<file path="src/rtl/uart_tx_arbiter.sv">
`default_nettype none
// ============================================================================
//  Module      : uart_tx_arbiter
//  Description : Two-requester round-robin arbiter in front of a single UART
//                transmitter. Hands one byte at a time to the transmitter,
//                waits for its completion (guarded by a watchdog), then
//                enforces an idle gap before the next byte is issued.
//  Revision    : 1.0 - initial release
// ============================================================================
module uart_tx_arbiter #(
  parameter int CLKS_PER_BIT = 87,
  parameter int GAP_CLKS     = 16
) (
  input  logic       i_Clock,
  input  logic       i_Reset,
  input  logic       i_Req0_DV,
  input  logic [7:0] i_Req0_Byte,
  output logic       o_Req0_Ack,
  output logic       o_Req0_Done,
  input  logic       i_Req1_DV,
  input  logic [7:0] i_Req1_Byte,
  output logic       o_Req1_Ack,
  output logic       o_Req1_Done,
  output logic       o_Tx_DV,
  output logic [7:0] o_Tx_Byte,
  input  logic       i_Tx_Active,
  input  logic       i_Tx_Done,
  output logic       o_Busy,
  output logic       o_Grant,
  output logic       o_Timeout
);

  // State encoding
  localparam logic [1:0] c_ST_IDLE      = 2'd0;
  localparam logic [1:0] c_ST_ISSUE     = 2'd1;
  localparam logic [1:0] c_ST_WAIT_DONE = 2'd2;
  localparam logic [1:0] c_ST_GAP       = 2'd3;

  // Watchdog fires on the edge that closes the last allowed WAIT_DONE cycle
  localparam int          c_WD_LIMIT = 12 * CLKS_PER_BIT;
  localparam logic [15:0] c_WD_LAST  = 16'(c_WD_LIMIT - 1);

  // With no gap configured, completion returns straight to IDLE
  localparam bit          c_HAS_GAP  = (GAP_CLKS > 0);
  localparam logic [15:0] c_GAP_LAST = (GAP_CLKS > 0) ? 16'(GAP_CLKS - 1) : 16'd0;

  // State and datapath registers
  logic [1:0]  r_state;
  logic        r_last;       // index of the last requester that finished
  logic [15:0] r_wdog;       // WAIT_DONE cycle count
  logic [15:0] r_gap_cnt;    // GAP cycle count

  // Registered outputs
  logic        r_tx_dv;
  logic [7:0]  r_tx_byte;
  logic        r_ack0;
  logic        r_ack1;
  logic        r_done0;
  logic        r_done1;
  logic        r_busy;
  logic        r_grant;
  logic        r_timeout;

  // Combinational decode
  logic [1:0]  w_next_state;
  logic        w_any_dv;
  logic        w_pick;
  logic        w_capture;
  logic        w_wd_expire;
  logic        w_done_hit;
  logic        w_to_hit;
  logic        w_release;
  logic        w_gap_end;
  logic        w_tx_dv_nxt;
  logic        w_ack0_nxt;
  logic        w_ack1_nxt;
  logic        w_done0_nxt;
  logic        w_done1_nxt;
  logic        w_timeout_nxt;
  logic        w_busy_nxt;

  // Transmitter activity is informational only; it never steers sequencing
  logic        w_unused_tx_active;
  assign w_unused_tx_active = i_Tx_Active;

  // Request selection, completion and watchdog conditions
  always_comb begin
    w_any_dv = i_Req0_DV | i_Req1_DV;
    // On a tie, serve whoever did not finish last; otherwise the lone requester
    if (i_Req0_DV && i_Req1_DV) begin
      w_pick = ~r_last;
    end else begin
      w_pick = i_Req1_DV;
    end
    w_capture   = (r_state == c_ST_IDLE) && w_any_dv;
    w_wd_expire = (r_wdog == c_WD_LAST);
    // A completion in the same cycle as watchdog expiry takes priority
    w_done_hit  = (r_state == c_ST_WAIT_DONE) && i_Tx_Done;
    w_to_hit    = (r_state == c_ST_WAIT_DONE) && !i_Tx_Done && w_wd_expire;
    w_release   = w_done_hit | w_to_hit;
    w_gap_end   = (r_gap_cnt == c_GAP_LAST);
  end

  // State register
  always_ff @(posedge i_Clock or posedge i_Reset) begin
    if (i_Reset) begin
      r_state <= c_ST_IDLE;
    end else begin
      r_state <= w_next_state;
    end
  end

  // Next-state logic
  always_comb begin
    w_next_state = r_state;
    case (r_state)
      c_ST_IDLE: begin
        if (w_any_dv) begin
          w_next_state = c_ST_ISSUE;
        end
      end
      c_ST_ISSUE: begin
        w_next_state = c_ST_WAIT_DONE;
      end
      c_ST_WAIT_DONE: begin
        if (w_release) begin
          w_next_state = c_HAS_GAP ? c_ST_GAP : c_ST_IDLE;
        end
      end
      c_ST_GAP: begin
        if (w_gap_end) begin
          w_next_state = c_ST_IDLE;
        end
      end
      default: begin
        w_next_state = c_ST_IDLE;
      end
    endcase
  end

  // Output decode: values the output registers take at the next edge
  always_comb begin
    w_tx_dv_nxt   = w_capture;
    w_ack0_nxt    = w_capture & ~w_pick;
    w_ack1_nxt    = w_capture &  w_pick;
    w_done0_nxt   = w_done_hit & ~r_grant;
    w_done1_nxt   = w_done_hit &  r_grant;
    w_timeout_nxt = w_to_hit;
    w_busy_nxt    = (w_next_state != c_ST_IDLE);
  end

  // Output registers, captured byte/owner and last-served tracking
  always_ff @(posedge i_Clock or posedge i_Reset) begin
    if (i_Reset) begin
      r_tx_dv   <= 1'b0;
      r_tx_byte <= 8'h00;
      r_ack0    <= 1'b0;
      r_ack1    <= 1'b0;
      r_done0   <= 1'b0;
      r_done1   <= 1'b0;
      r_busy    <= 1'b0;
      r_grant   <= 1'b0;
      r_timeout <= 1'b0;
      r_last    <= 1'b1;
    end else begin
      r_tx_dv   <= w_tx_dv_nxt;
      r_ack0    <= w_ack0_nxt;
      r_ack1    <= w_ack1_nxt;
      r_done0   <= w_done0_nxt;
      r_done1   <= w_done1_nxt;
      r_busy    <= w_busy_nxt;
      r_timeout <= w_timeout_nxt;
      // Byte and owner change only when a request is captured
      if (w_capture) begin
        r_tx_byte <= w_pick ? i_Req1_Byte : i_Req0_Byte;
        r_grant   <= w_pick;
      end
      // Ownership is considered finished on either completion or timeout
      if (w_release) begin
        r_last <= r_grant;
      end
    end
  end

  // Watchdog and gap counters, each cleared outside its own state
  always_ff @(posedge i_Clock or posedge i_Reset) begin
    if (i_Reset) begin
      r_wdog    <= 16'd0;
      r_gap_cnt <= 16'd0;
    end else begin
      if (r_state == c_ST_WAIT_DONE) begin
        r_wdog <= r_wdog + 16'd1;
      end else begin
        r_wdog <= 16'd0;
      end
      if (r_state == c_ST_GAP) begin
        r_gap_cnt <= r_gap_cnt + 16'd1;
      end else begin
        r_gap_cnt <= 16'd0;
      end
    end
  end

  assign o_Tx_DV     = r_tx_dv;
  assign o_Tx_Byte   = r_tx_byte;
  assign o_Req0_Ack  = r_ack0;
  assign o_Req1_Ack  = r_ack1;
  assign o_Req0_Done = r_done0;
  assign o_Req1_Done = r_done1;
  assign o_Busy      = r_busy;
  assign o_Grant     = r_grant;
  assign o_Timeout   = r_timeout;

endmodule
`default_nettype wire
</file>
<file path="config.mk">
export PLATFORM = sky130hd
export DESIGN_NAME = uart_tx_arbiter
export DESIGN_NICKNAME = d
export VERILOG_FILES = /design/src/rtl/uart_tx_arbiter.sv
export SDC_FILE = /design/constraint.sdc
export NUM_CORES = 1
export LEC_CHECK = 0
export BUFFER_PORTS_ARGS = -buffer_cell sky130_fd_sc_hd__buf_2
export CAP_MARGIN = 25
export CORE_ASPECT_RATIO = 0.8
export CORE_MARGIN = 1
export CORE_UTILIZATION = 50
export DETAILED_ROUTE_END_ITERATION = 8
export PLACE_DENSITY = 0.75
export SLEW_MARGIN = 5
export SYNTH_ARGS = -nofsm -noshare
export SYNTH_HDL_FRONTEND = slang
export SYNTH_SLANG_ARGS = --single-unit
</file>
<file path="constraint.sdc">
create_clock -name i_Clock -period 1.65 [get_ports i_Clock]
set_input_delay 0.165 -clock i_Clock [delete_from_list [all_inputs] [get_ports i_Clock]]
set_output_delay 0.165 -clock i_Clock [all_outputs]
set_load 0.03 [all_outputs]
</file>
## Word-level counts from Yosys, hierarchy flattened

Cells that the tools add are included.

- Add/subtract/negate cells: 2
- Eq/ne operators: 5
- Muxes and demuxes: 8
- Bitwise gates (word level): 9
- Reductions and logical operators: 8

Operators with widths:

| cell | count |
|---|---|
| $add A16 B1 Y16 const B | 2 |
| $mux W16 | 2 |
| $eq A16 B11 Y1 const B | 1 |
| $eq A16 B4 Y1 const B | 1 |
| $mux W8 | 1 |
| $pmux W2 S4 | 1 |
| $mux W2 | 3 |
| $logic_and A1 B1 Y1 | 5 |
| $and A1 B1 Y1 | 4 |
| $eq A2 B2 Y1 const B | 2 |
| $not A1 Y1 | 3 |
| $eq A2 B1 Y1 const B | 1 |
| $logic_not A2 Y1 | 1 |
| $or A1 B1 Y1 | 2 |
| $reduce_bool A2 Y1 | 1 |
| $logic_not A1 Y1 | 1 |
| $mux W1 | 1 |

- Flip-flop bits (word level): 51
- Input port bits: 22
- Output and inout bits: 16
- Logic and storage cells: 45

## Logic depth before layout (Yosys ltp)

Gate-level depths: netlist of the first run.

- Depth in word-level cells: 7
- Mapped depth: 5

## Worst setup path before layout of the first run

No wires, ideal clock.

- Path type: reg2reg
- From: register r_wdog[0]
- To: register r_last
- Arrival: 1.537 ns
- Data required time: 1.568 ns
- Setup slack: 0.031 ns
- Cell stages (with the launch flop): 6
- Period minus slack after synthesis: 1.619 ns
- Path through: dfrtp_1 > ha_1 > nor4b_1 > a41oi_1 > nor2_1 > mux2_2

- Longest elaborated chain between the ends: 3

RTL lines:

| what | RTL line | text |
|---|---|---|
| from (decl) | 50 | `logic [15:0] r_wdog;` |
| from (signal assigned) | 192 | `r_wdog <= r_wdog + 16'd1;` |
| $eq A16 B11 Y1 | 96 | `w_wd_expire = (r_wdog == c_WD_LAST);` |
| $logic_and A1 B1 Y1 | 99 | `w_to_hit = (r_state == c_ST_WAIT_DONE) && !i_Tx_Done && w_wd_expire;` |
| $or A1 B1 Y1 | 100 | `w_release = w_done_hit \| w_to_hit;` |
| to (signal assigned) | 180 | `r_last <= r_grant;` |
| to (decl) | 49 | `logic r_last;` |

No other way between the ends.
A chain may end at the register's enable or synchronous reset.

## Worst setup path after layout of the first run

- From: register r_wdog[8]
- To: register r_wdog[14]

- Longest elaborated chain between the ends: 2

RTL lines:

| what | RTL line | text |
|---|---|---|
| $add A16 B1 Y16 | 192 |  |
| $mux W16 | 191 | `if (r_state == c_ST_WAIT_DONE) begin` |

No other way between the ends.

==> metrics.txt, run 1 <==
grt ovf 0; Avg Cell Area, Syn 10.48 um^2; Gate Count Post-Synth 222; Post-synth EDFFs 0; Clock Pin Slew Worst Setup and Hold Paths 100 ps; CTS tree yes; Die Y 63.01 um; largest net degree at the start of global routing 52; top-area cell type share of the netlist area 53.79%; final hold violation count 0; DR pass1 iterations 4; setup slack, reg-to-reg 90 ps; placed cell count 326; Routed wire per std cell 13.45 um; outcome complete, no violations; #FFs+latches synth 51; Syn Nets between 200 and 250; die area 4930 um^2; sequential area share after synthesis 54.92%; Antenna Nets Post-Route 0; synth unique cells 33; Leak Pwr 1.304 nW; commonest non-fill, non-tap cells in the layout 48 x dfrtp_1, 36 x buf_2, 35 x nor2_1, 17 x xnor2_1, 17 x buf_4; final worst clock skew 10.70 ps; initial antenna violation count 0; via count 1,807; Required @ worst endpoint 1880 ps; Placement Setup Slack approximately 36 ps; max-slew violations 0; ant diodes 0; CP Data Arrival Time 1800 ps; Iter 0 DRT Violations 125; share of cells above drive strength 1 27.60%; overall routed net length between 4000 and 5000 um; synth top area cells dfrtp_1 54%, xnor2_1 6.4%, nor2_1 5.6%, a221o_1 3.4%, nor4_1 2.7%; minimum clock period 1561 ps; I/O Pins 38; Synth area leader dfrtp_1; CTS sink count 51; gr usage total 20.41%; number of remaining DRC errors 0; Max VDD drop 0.7468 mV; Max transition margin 64.79%; nets 302; CTS Buffer Depth 2; Placement Rows 21; largest fanout on the critical path 5; Synth warnings 0; measured slew at the worst slew-check pin 526.9 ps; total power draw 3.483 mW; Mapped Area between 2000 and 2500 um^2; commonest non-fill, non-tap cell in the layout dfrtp_1; fill count 337; worst skew pair latency 310 ps; CORE AREA 4309 um^2; Layout Area Growth over Synthesis 22.27%; Worst Hold Class in2reg; fin crit share between 90 and 100%; HPWL Detailed 3067 um; highest clock rate ~640 MHz; RePlAce Congestion 0.8377; setup ws final 89.23 ps; Setup Viol. Count Final 0; Async SR Flop Fraction 100.0%; H-tree levels 2; initial core utilization 53.98%; vias in the first global route around 1,700; Critical Path Start Type register; main flop type after synthesis dfrtp_1; max-capacitance violation count 0; DR vias/cell between 5 and 6; cts bufs inserted 5; CP Class reg2reg; Min Hold Slack 78.94 ps; Pwr Density approximately 1200 nW/um^2; root buffer cell clkbuf_8; die width 78.26 um; # port buffers 36; non-filler instance count after layout 336; CP Capture Type register; first-pass GRT wire length ~7800 um
-- cells in the mapped netlist, drive strengths merged (5+ instances only) --
cell type	instances
and2	9
nor2	35
and3	5
xor2	7
nand2	11
nor4	10
xnor2	17
a221o	8
nor3	7
nand4	9
dfrtp	50
a21oi	5
inv	8
nand3	11
-- final timing paths --
path,start,end,depth (start not counted)
setup reg to reg,r_wdog[8],r_wdog[14],4
max in group asynchronous,i_Reset,r_last,4
setup / recovery,r_wdog[8],r_wdog[14],4
hold reg to reg,o_Tx_Byte[2],o_Tx_Byte[2],1
min in group asynchronous,i_Reset,r_gap_cnt[6],4
hold / removal,i_Req0_Byte[0],o_Tx_Byte[0],2
-- logic make-up (layout without fill, tap and decap cells) --
| kind of cell | Yosys count | after routing | synth area share (%) |
|---|---|---|---|
| AOI/OAI and AO/OA | 22 | 22 | 7.209 |
| xor gates and xnor gates | 24 | 24 | 9.037 |
| adders and majority gates | 2 | 2 | 1.076 |
| buffers and inverters | 14 | 71 | 2.905 |
| DFF | 51 | 51 | 54.92 |
| muxes | 1 | 1 | 0.4841 |
| and+or+nand+nor | 108 | 108 | 24.37 |
-- critical path, stage by stage (launching register included) --
cell and delay [ps]:
dfrtp_2 430, nand4_2 120, or3_1 370, or4_1 400, a21oi_1 150
-- area by class of cell --
cell class,instances,area [um^2],share of cell area [%]
Timing Repair Buffer,55,337.8,11.88
Inverter,8,30.03,1.056
Clock inverter,2,16.27,0.5719
Sequential cell,51,1280,45.01
Clock buffer,6,82.58,2.904
Multi-Input combinational cell,157,1026,36.08
Tap cell,57,71.32,2.508
-- metal layers --
metal | part of all wire, % | vias to the layer above | wire [um] | GRT usage (%)
met5 | 0 | - | 0 | 0
met3 | 4.5 | 6 | 204 | 4.672
li1 | - | 891 | - | -
met1 | 50 | 873 | 2248 | 29.54
met2 | 44 | 37 | 2000 | 30.37
met4 | 1.4 | 0 | 64 | 6.713
-- sequential cells by signal, indices dropped and copies added, names as in the netlist, 2 cells and up --
name	cells
o_Tx_Byte	8
r_state	2
r_gap_cnt	16
r_wdog	16
-- power breakdown --
part	switching (mW)	leakage (nW)	total (mW)	internal (mW)
Sequential	0.168	0.670	1.65	1.48
Clock	0.421	0.0474	0.764	0.343
Combinational	0.655	0.586	1.07	0.414
-- metrics by stage --
stage	cell area, um^2	setup TNS (ps)	util, %
floorplan	2326	0	-
global placement	2680	0	62.20
detailed placement	2680	0	62.20
CTS	2795	0	64.87
global route	2844	-9.956	66.00
finish	2844	0	66.00
-- timing repair --
item / 4_1_cts / 5_1_grt
endpoints found under the hold margin: 50 / 0
pin swaps: 0 / 1
setup buffers: 0 / 1
setup endpoints to repair: 1 / 9
hold buffers: 1 / 0
gates resized for setup: 1 / 8
Power figures use the tool's default switching activity.
==> run 2, diff against run 1 <==
--- a/config.mk
+++ b/config.mk
@@ -11,6 +11,7 @@
 export CORE_MARGIN = 1
 export CORE_UTILIZATION = 50
 export DETAILED_ROUTE_END_ITERATION = 8
+export MAX_ROUTING_LAYER = met4
 export PLACE_DENSITY = 0.75
 export SLEW_MARGIN = 5
 export SYNTH_ARGS = -nofsm -noshare
==> run 2 against run 1 <==
  * Non-clock buffer count unchanged
  * Critical path depth unchanged
  * Clock power about the same
  * Largest cell class unchanged
  * Sequential cell count unchanged
  * Clock skew decreased by 2.3 ps
==> metrics.txt, run 2 (synthesis results as in run 1) <==
max-slew violations 0 (unchanged); root buffer cell clkbuf_8; share of cells above drive strength 1 27.60% (unchanged); Crit-path slowest cell dfrtp_2; Placement Cell Area 2680 um^2 (unchanged); DR pass1 iterations 4 (unchanged); vias in the first global route 1,704 (+0.059%); CP Capture Type register; Clock Pin Slew Worst Setup and Hold Paths 100 ps (about the same); DR vias/cell 5.333 (-0.83%); cts bufs inserted 5 (unchanged); Worst Hold Class in2reg; die width 78.26 um (unchanged); Layout Area Growth over Synthesis 22.27% (unchanged); overall routed net length 4542 um (+0.53%); max-capacitance violation count 0 (unchanged); # port buffers 36 (unchanged); reg2reg end r_wdog[14]; Buffers & Inverters on Critical Path 0 (unchanged); initial core utilization 53.98% (unchanged); Setup Viol. Count Final 0 (unchanged); Largest delay share family, worst path simple AND/OR/NAND/NOR gates; CTS sink count 51 (unchanged); Hold Path Cell Cnt 2 (unchanged); Max VDD drop 0.7465 mV (about the same); final worst clock skew 8.415 ps (-2.280 ps); largest fanout on the critical path 5 (unchanged); first-pass GRT wire length 7783 um (about the same); grt ovf 0 (unchanged); CP Class reg2reg; outcome complete, no violations; placed cell count 326 (unchanged); Placement Rows 21 (unchanged); Die Y 63.01 um (unchanged); worst skew pair latency 310 ps (about the same); CTS Buffer Depth 2 (unchanged); CTS tree yes; Leak Pwr 1.304 nW (unchanged); HPWL Detailed 3067 um (unchanged); CORE AREA 4309 um^2 (unchanged); commonest non-fill, non-tap cells in the layout 48 x dfrtp_1, 36 x buf_2, 35 x nor2_1, 17 x xnor2_1, 17 x buf_4; final hold violation count 0 (unchanged); Antenna Nets Post-Route 0 (unchanged); Iter 0 DRT Violations 126 (+0.80%); Max transition margin 64.94% (+0.15 points); CP Data Arrival Time 1790 ps (about the same); Required @ worst endpoint 1890 ps (about the same); RePlAce Congestion 0.8507 (+1.6%); HP Start i_Req0_Byte[0]; setup slack, reg-to-reg 100 ps (about the same); gr usage total 20.98% (+0.57 points); I/O Pins 38 (unchanged); non-filler instance count after layout 336 (unchanged); reg2reg path depth 4 (unchanged); number of remaining DRC errors 0 (unchanged); fin crit share 94.19% (-0.40 points); largest net degree at the start of global routing 52 (unchanged); FF-to-FF Start r_wdog[8]; via count 1,792 (-0.83%); final instance area 2844 um^2 (unchanged); slowest stage delay, CP 430 ps (about the same); WHS Endpoint o_Tx_Byte[0]; nets 302 (unchanged); Routed wire per std cell 13.52 um (+0.53%); ant diodes 0 (unchanged); minimum clock period 1554 ps (-6.627 ps); measured slew at the worst slew-check pin 524.6 ps (-2.222 ps); die area 4930 um^2 (unchanged); H-tree levels 2 (unchanged); Pwr Density 1225 nW/um^2 (about the same); highest clock rate 643.4 MHz (+0.43%); initial antenna violation count 0 (unchanged); Critical Path Start Type register; commonest non-fill, non-tap cell in the layout dfrtp_1; worst-path cell chain nand4_2 -> or3_1 -> or4_1 -> a21oi_1
run 2: worst register-to-register path, delay by kind of cell, from the launching register on:
kind            cells  cell delay (ps)
compound gates      1              150
flops               1              430
simple gates        3              890
run 2: final cells by class:
cell class / count / area [um^2]
clock buffers: 6 / 82.58
clock inverters: 2 / 16.27
fillers: 337 / 1465
inverters: 8 / 30.03
multi-input cells: 157 / 1026
flip-flops and latches: 51 / 1280
well taps: 57 / 71.32
repair buffers: 55 / 337.8
run 2: worst max-delay path by stage:
| stage | startpoint | cells past startpoint | slack, ps | to |
|---|---|---|---|---|
| global route | r_wdog[11] | 4 | -10 | r_wdog[14] |
| CTS | r_wdog[12] | 5 | 6 | r_last |
| floorplan | r_wdog[0] | 5 | 30 | r_last |
| finish | r_wdog[8] | 4 | 100 | r_wdog[14] |
| detailed placement | r_wdog[12] | 5 | 40 | r_last |
| global placement | r_wdog[12] | 5 | 7 | r_last |
run 2: routing by layer:
layer,global-route usage (%),up-vias,part of all wire [%]
li1,-,891,-
met1,29.44,857,50
met2,30.37,38,44
met3,4.672,6,4.5
met4,6.713,0,1.4
met5,-,-,0
run 2: report_power, final:
group          internal [mW]  switching (mW)  leakage, nW
clock network          0.343           0.423       0.0474
logic                  0.414           0.653        0.586
registers               1.48           0.168        0.670
total                   2.24            1.24         1.30
run 2: timing repair:
item	CTS	global route
hold buffers	1	0
setup endpoints to repair	1	7
endpoints found under the hold margin	50	0
pin swaps	0	1
setup buffers	0	1
resized for setup	1	8
gates cloned	0	0
run 2: metrics by stage:
stage | utilization, % | setup TNS [ps] | setup WS [ps] | hold slack, ps | power, mW
after floorplan | - | 0 | 30.65 | 272.9 | 2.383
after global placement | 62.20 | 0 | 6.758 | 228.0 | 2.681
after detailed placement | 62.20 | 0 | 35.96 | 231.2 | 2.724
after CTS | 64.87 | 0 | 5.907 | 67.29 | 3.498
after global routing | 66.00 | -9.956 | -9.956 | 68.91 | 3.685
final | 66.00 | 0 | 95.86 | 78.88 | 3.483
==> run 3, diff against run 2 <==
--- a/config.mk
+++ b/config.mk
@@ -9,10 +9,10 @@
 export CAP_MARGIN = 25
 export CORE_ASPECT_RATIO = 0.8
 export CORE_MARGIN = 1
-export CORE_UTILIZATION = 50
+export CORE_UTILIZATION = 28
 export DETAILED_ROUTE_END_ITERATION = 8
 export MAX_ROUTING_LAYER = met4
-export PLACE_DENSITY = 0.75
+export PLACE_DENSITY = 0.47
 export SLEW_MARGIN = 5
 export SYNTH_ARGS = -nofsm -noshare
 export SYNTH_HDL_FRONTEND = slang
==> run 3 against run 2 <==
  * Register-to-register slack is essentially flat
  * Sequential cell count is the same
  * Combinational power is essentially flat
  * Via count grew 1.4%
  * Highest routed layer unchanged
==> metrics.txt, run 3 (synthesis results as in run 1) <==
RePlAce Congestion 0.7706 (-9.4%); largest fanout on the critical path 3 (-2); die width 103.9 um (+33%); outcome complete, no violations; commonest non-fill, non-tap cells in the layout 48 x dfrtp_1, 36 x buf_2, 35 x nor2_1, 26 x buf_4, 17 x xnor2_1; Internal Pwr Total 2.338 mW (+4.4%); DR pass1 iterations 4 (unchanged); Placement Rows 29 (+38%); setup ws final 96.99 ps (+1.133 ps); routed wl met3 231 um (+14%); nets 311 (+3.0%); fin crit share 94.12% (about the same); gr usage total 12.80% (-8.2 points); CP Class reg2reg; DR vias/cell 4.588 (-14%); initial core utilization 29.14% (-25 points); Max VDD drop 0.5869 mV (-21%); total power draw 3.562 mW (+2.3%); max-capacitance violation count 0 (unchanged); Setup Viol. Count Final 0 (unchanged); ant diodes 0 (unchanged); CTS sink count 51 (unchanged); highest clock rate 643.9 MHz (about the same); final hold violation count 0 (unchanged); CP Capture Type register; grt ovf 0 (unchanged); HPWL Detailed 3618 um (+18%); switching power 1.224 mW (-1.6%); crit path from r_wdog[10]; Routed wire per std cell 12.50 um (-7.5%); Antenna Nets Post-Route 0 (unchanged); root buffer cell clkbuf_8; Iter 0 DRT Violations 90 (-29%); final worst clock skew 7.632 ps (-0.7825 ps); vias in the first global route 1,751 (+2.8%); worst-path cell chain nand4_2 -> or3_1 -> or4_1 -> a21oi_1; sequential share of power 47.0% (-0.4 points); commonest non-fill, non-tap cell in the layout dfrtp_1; Worst Hold Class in2reg; fill count 834 (+150%); Pwr Density 1192 nW/um^2 (-2.7%); number of remaining DRC errors 0 (unchanged); cts bufs inserted 5 (unchanged); CP Data Arrival Time 1770 ps (-20 ps); power share of the combinational group 29.3% (-1.3 points); die area 8678 um^2 (+76%); Critical Path Start Type register; Top Metal Used met4; sw frac 34.36% (-1.3 points); Die Y 83.52 um (+33%); HP Start i_Req0_Byte[2]; met2 routed WL 1917 um (-4.9%); CORE AREA 7983 um^2 (+85%); first-pass GRT wire length 8611 um (+11%); minimum clock period 1553 ps (-1.133 ps); worst skew pair latency 300 ps (about the same); largest net degree at the start of global routing 22 (-58%); share of cells above drive strength 1 29.51% (+1.9 points); measured slew at the worst slew-check pin 505.6 ps (-18.99 ps); Max transition margin 66.21% (+1.3 points); CTS Buffer Depth 2 (unchanged); overall routed net length 4949 um (+9.0%); power share of the clock group 23.8% (+1.8 points); Crit-path slowest cell dfrtp_1; FF-to-FF Start r_wdog[10]; initial antenna violation count 0 (unchanged); H-tree levels 2 (unchanged); Leak Pwr 1.356 nW (+4.0%); Placement Setup Slack 36.77 ps (+0.8138 ps); met1 wire length 2735 um (+21%); slowest stage delay, CP 410 ps (-20 ps); via count 1,817 (+1.4%); max-slew violations 0 (unchanged); CTS tree yes; Layout Area Growth over Synthesis 28.51%; I/O Pins 38 (unchanged); Clock Pin Slew Worst Setup and Hold Paths 90 ps (about the same); # port buffers 36 (unchanged); Required @ worst endpoint 1870 ps (-20 ps)
==> run 3: final timing paths <==
path / end / slack, ps / depth (start not counted)
max in group asynchronous: r_wdog[9] / 700 / 4
min reg2reg: o_Tx_Byte[5] / 520 / 1
min: o_Tx_Byte[2] / 90 / 2
max: r_wdog[14] / 100 / 4
max reg2reg: r_wdog[14] / 100 / 4
min in group asynchronous: r_gap_cnt[5] / 380 / 3
==> run 3: what timing repair did <==
action,in CTS,in global routing
buffers inserted,0,2
endpoints found under the setup margin,0,18
resized for setup,0,11
hold buffers,1,0
hold endpoints to repair,15,0
==> run 3: area by class of cell <==
cell class              count  area [um^2]  area share [%]
inverters                   8        30.03           1.005
multi-input cells         157         1032           34.53
well taps                 108        135.1           4.521
clock buffers               7        76.32           2.553
repair buffers             64        405.4           13.56
flip-flops and latches     51         1280           42.82
clock inverters             1        30.03           1.005
==> run 3: worst max-delay path: cells and delay by family (launching register included) <==
kind | cells | cell delay (ps)
DFF | 1 | 410
and+or+nand+nor | 3 | 910
AOI/OAI and AO/OA | 1 | 160
==> run 3: routing by layer <==
layer	GRT usage [%]	up-vias
met1	18.65	855
met3	3.279	5
li1	-	916
met5	-	-
met4	4.416	0
met2	16.97	41
==> run 3: power by group through the flow <==
stage               Clock, mW  Combinational, mW  Sequential [mW]
floorplan                   0              0.484             1.90
global placement            0               1.03             1.69
detailed placement          0               1.04             1.68
CTS                     0.891               1.03             1.67
global route            0.943               1.15             1.72
finish                  0.847               1.04             1.67
==> run 3: metrics by stage <==
stage	instance area (um^2)	std cells	utilization, %	hold slack [ps]	setup TNS, ps
global route	2989	396	37.45	75.57	-42.90
floorplan	2326	222	-	272.9	0
global placement	2804	385	35.13	174.0	0
detailed placement	2804	385	35.13	178.2	0
finish	2989	396	37.45	94.22	0
CTS	2920	394	36.58	80.70	0
